[src/rtl/circle_seq_ctrl.sv]
// Van der Corput circle sequencer: issues bit-reversed k angles to a CORDIC and emits (cos, sin, k) points.
// One point per CORDIC latency + 3 cycles; a stalled out_ready holds the point and blocks the next issue.
module circle_seq_ctrl #(
  parameter int DATA_W = 32,
  parameter int CNT_W  = 16
) (
  input  logic              clk,
  input  logic              rst,
  input  logic              seed_load,
  input  logic [15:0]       seed,
  input  logic              go,
  input  logic [CNT_W-1:0]  num_pts,
  input  logic              abort,
  output logic              busy,
  output logic              cordic_start,
  output logic [15:0]       cordic_angle,
  input  logic              cordic_ready,
  input  logic              cordic_done,
  input  logic [DATA_W-1:0] cordic_cos,
  input  logic [DATA_W-1:0] cordic_sin,
  output logic              out_valid,
  input  logic              out_ready,
  output logic [DATA_W-1:0] out_x,
  output logic [DATA_W-1:0] out_y,
  output logic [15:0]       out_index,
  output logic              out_last
);

  typedef enum logic [1:0] {S_IDLE, S_ISSUE, S_WAIT, S_OUT} state_t;

  state_t           state;
  logic [15:0]      k;
  logic [CNT_W-1:0] remaining;

  function automatic logic [15:0] bitrev16(input logic [15:0] v);
    logic [15:0] r;
    for (int i = 0; i < 16; i++) r[i] = v[15-i];
    return r;
  endfunction

  assign busy = (state != S_IDLE);

  always_ff @(posedge clk) begin
    if (rst) begin
      state        <= S_IDLE;
      k            <= '0;
      remaining    <= '0;
      cordic_start <= 1'b0;
      cordic_angle <= '0;
      out_valid    <= 1'b0;
      out_x        <= '0;
      out_y        <= '0;
      out_index    <= '0;
      out_last     <= 1'b0;
    end else if (abort) begin
      // k survives an abort so the sequence can resume where it stopped
      state        <= S_IDLE;
      remaining    <= '0;
      cordic_start <= 1'b0;
      out_valid    <= 1'b0;
      out_last     <= 1'b0;
    end else begin
      cordic_start <= 1'b0;
      case (state)
        S_IDLE: begin
          if (seed_load) k <= seed;
          if (go && (num_pts != '0)) begin
            remaining <= num_pts;
            state     <= S_ISSUE;
          end
        end
        S_ISSUE: begin
          if (cordic_ready) begin
            cordic_start <= 1'b1;
            cordic_angle <= bitrev16(k);
            state        <= S_WAIT;
          end
        end
        S_WAIT: begin
          if (cordic_done) begin
            out_x     <= cordic_cos;
            out_y     <= cordic_sin;
            out_index <= k;
            out_last  <= (remaining == CNT_W'(1));
            out_valid <= 1'b1;
            k         <= k + 16'd1;
            remaining <= remaining - CNT_W'(1);
            state     <= S_OUT;
          end
        end
        S_OUT: begin
          if (out_ready) begin
            out_valid <= 1'b0;
            out_last  <= 1'b0;
            state     <= (remaining == '0) ? S_IDLE : S_ISSUE;
          end
        end
        default: state <= S_IDLE;
      endcase
    end
  end

endmodule

[config.mk]
export PLATFORM = sky130hd
export DESIGN_NAME = circle_seq_ctrl
export DESIGN_NICKNAME = d
export VERILOG_FILES = /design/src/rtl/circle_seq_ctrl.sv
export SDC_FILE = /design/constraint.sdc
export NUM_CORES = 1
export LEC_CHECK = 0
export CELL_PAD_IN_SITES_DETAIL_PLACEMENT = 0
export CELL_PAD_IN_SITES_GLOBAL_PLACEMENT = 1
export CORE_UTILIZATION = 31
export CTS_CLUSTER_SIZE = 16
export DETAILED_ROUTE_END_ITERATION = 8
export PLACE_DENSITY_LB_ADDON = 0.3
export SLEW_MARGIN = 40
export SYNTH_ARGS = -nofsm -noshare
export SYNTH_HDL_FRONTEND = slang
export SYNTH_SLANG_ARGS = --single-unit
[constraint.sdc]
create_clock -name clk -period 2.2 [get_ports clk]
set_input_delay 0.44 -clock clk [delete_from_list [all_inputs] [get_ports clk]]
set_output_delay 0.44 -clock clk [all_outputs]
set_load 0.005 [all_outputs]
==> metrics.txt <==
status=complete, no violations; Post-synth EDFFs=0; GRT overflow=0; Crit path arrival time=1.68 ns; Final Critical Period=around 2.1 ns; Max Slew Vio Count=0; Mapped Area=around 5600 µm²; Synth Area in XOR/XNOR=0%; antenna diode count=0; final core occ=between 50% and 60%; CTS Buffer Depth=2; Final Hold Fails=0; die area=approximately 19,000 µm²; DRT Pass-1 Iters=4; Post-CTS Repair Setup Buffers=0; fin area=about 8800 µm²; Finished Layout Cells=about 1,200; sequential share of power=about two fifths; largest family of logic cells by synthesized area=simple AND/OR/NAND/NOR gates; clock group share of total power=49.9%; total clock sinks=around 130; Die H=between 100 and 150 µm; final setup fails=0; Buffers on Ports=roughly 200; fmax=0.471 GHz; placed cell count=1,159; CTS buffer count=17; synth top area cells=dfxtp_1, nand2_1, a21oi_1; sw frac=22.4%; Setup CP Type=reg -> out; post-synthesis async set-or-reset flop share=0%; nets@finish=about 1,100; Root Driver=clkbuf_16; Max FO, Critical Path=6; Synth Area in Adders=between 1.5 and 2%; Int Power=around 4.9 mW; Hold WC Path Type=reg -> reg; WHS=0.450 ns; Synth Area in Compound Gates=a little over 20%; largest area contributor in the netlist=dfxtp_1; post-route antenna net violation count=0; Mean Syn Cell Area=~7.6 µm²; placed inst area=8180 µm²; RSZ-0062 raised after global routing=false; count of cell types in the netlist=53; setup TNS=0 ns; routability congestion estimate=0.827; Max Clock Skew=about 0.012 ns; H-tree levels=4; synthesized net count=between 800 and 900; Initial Utilization=32.1%; Layout area overhead=57.2%; row count=48; sequential share of the synthesized area=a little under half; final worst path period share=approximately 97%; post-synthesis simple-gate area fraction=24.9%; Critical Path Sink Type=output pin; Synth Register Bits=133; CTS tree=yes; Vias/cell=4.87; Synth Flop Type=dfxtp_1; Core Area=~18,000 µm²; DRC=0; Worst Slack Setup Final=about 0.076 ns; top cell type's share of synthesized area=47.3%; Boundary Pins=just over 200; Synth Instances=between 700 and 800; Net Switching=roughly 1.4 mW; Pwr Total=between 6 and 7 mW; top cell types by occurrence after synthesis=nand2_1, dfxtp_1, a21oi_1, clkbuf_1, nor2_1; Fill cells=between 1,500 and 2,000; dpl hpwl=about 12 mm; Setup crit start kind=flop; Ys Warns=0; Peak VDD IR=~0.00054 V; die width=between 100 and 150 µm; top-count cell post-synth=nand2_1; max_slew headroom=between 60% and 70%; Data required, critical path=around 1.8 ns; actual slew at the worst max-slew pin=about 0.55 ns; Final Routed Wirelength=17.4 mm; total track usage=a little under a fifth; Pwr per Cell Area=711 nW/µm²; pre-CTS WS=-0.0962 ns; layout cell share with drive strength beyond 1=between 9 and 10%; pin count of the biggest net entering global routing=around 110; max_cap viols=0; Skew-Pair Late Insertion Delay=0.41 ns; Worst-path clk slew=roughly 0.060 ns; mux contribution to synthesized area=1.09%; Avg WL per Cell=between 10 and 15 µm; DR vias=about 5,800; P_leak=about 3.1 nW; vias in the first global route=around 5,200; Hold Buf Count CTS=0; initial antenna violation count=3; Iter 0 DRT Violations=237; first-pass GRT wire length=27.2 mm; combinational share of power=about a tenth
[logic make-up after synthesis]
group           after synthesis
flops                       133
compound gates              201
buf+inv                      67
fa+ha+maj                     8
simple gates                325
mux                           6
[per-layer routing]
| layer | vias up | wire [µm] | track usage (%) |
|---|---|---|---|
| met5 | - | 34 | 0 |
| met3 | 24 | 1100 | 4.59 |
| met1 | 2636 | 8060 | 24.4 |
| met4 | 6 | 250 | 7.10 |
| li1 | 2971 | - | - |
| met2 | 168 | 7960 | 29.8 |
[power groups by stage]
stage	Combinational, mW	Sequential, mW	Clock, mW
CTS	0.640	2.51	3.21
finish	0.637	2.51	3.14
global placement	0.640	2.56	0
detailed placement	0.635	2.56	0
global route	0.697	2.52	3.33
floorplan	0.276	2.54	0
[critical path: stages, from the launching register on]
cell             delay [ns]
dfxtp_2                0.36
inv_1                  0.08
ha_2                   0.23
inv_1                  0.09
clkdlybuf4s50_1        0.51
[state kept, by name, indices dropped and copies added (netlist names)]
name	flops
out_x	32
out_y	32
cordic_angle	16
k	16
out_index	16
remaining	16
state	2
cordic_start	1
out_last	1
out_valid	1
[cells in the final DEF (no fill, tap or decap), types with 7 or more instances in the layout]
master           Yosys  layout
nand2_1            226     226
clkdlybuf4s50_1      0     202
a21oi_1            132     132
dfxtp_1            133     132
buf_4                0      42
nor2_1              26      25
o21ai_0             19      19
clkbuf_16            0      17
nand3_1             12      12
nor3_1              12      12
nor4_1              10      10
inv_1                9       9
o22ai_1              9       9
a211oi_1             8       8
buf_12               0       7
[worst paths after layout]
kind	from	end	slack (ns)	depth (start not counted)
hold reg to reg	out_y[9]	out_y[9]	0.45	2
hold / removal	out_y[9]	out_y[9]	0.45	2
setup reg to reg	remaining[1]	remaining[8]	0.24	6
setup / recovery	state[1]	busy	0.08	4
[what timing repair did]
item,in CTS,in global routing
endpoints found under the setup margin,1,2
cloned,0,0
resized for setup,2,1
[cell type report]
cell class / count / area (µm²) / share of cell area, %
clock inverter: 12 / 198 / 2.24
multi-input combinational: 540 / 2730 / 30.8
timing repair buffer: 251 / 2480 / 28.0
sequential: 133 / 2660 / 30.1
clock buffer: 20 / 457 / 5.16
inverter: 10 / 41.3 / 0.467
tap: 225 / 282 / 3.18
(Power assumes the default switching activity.)
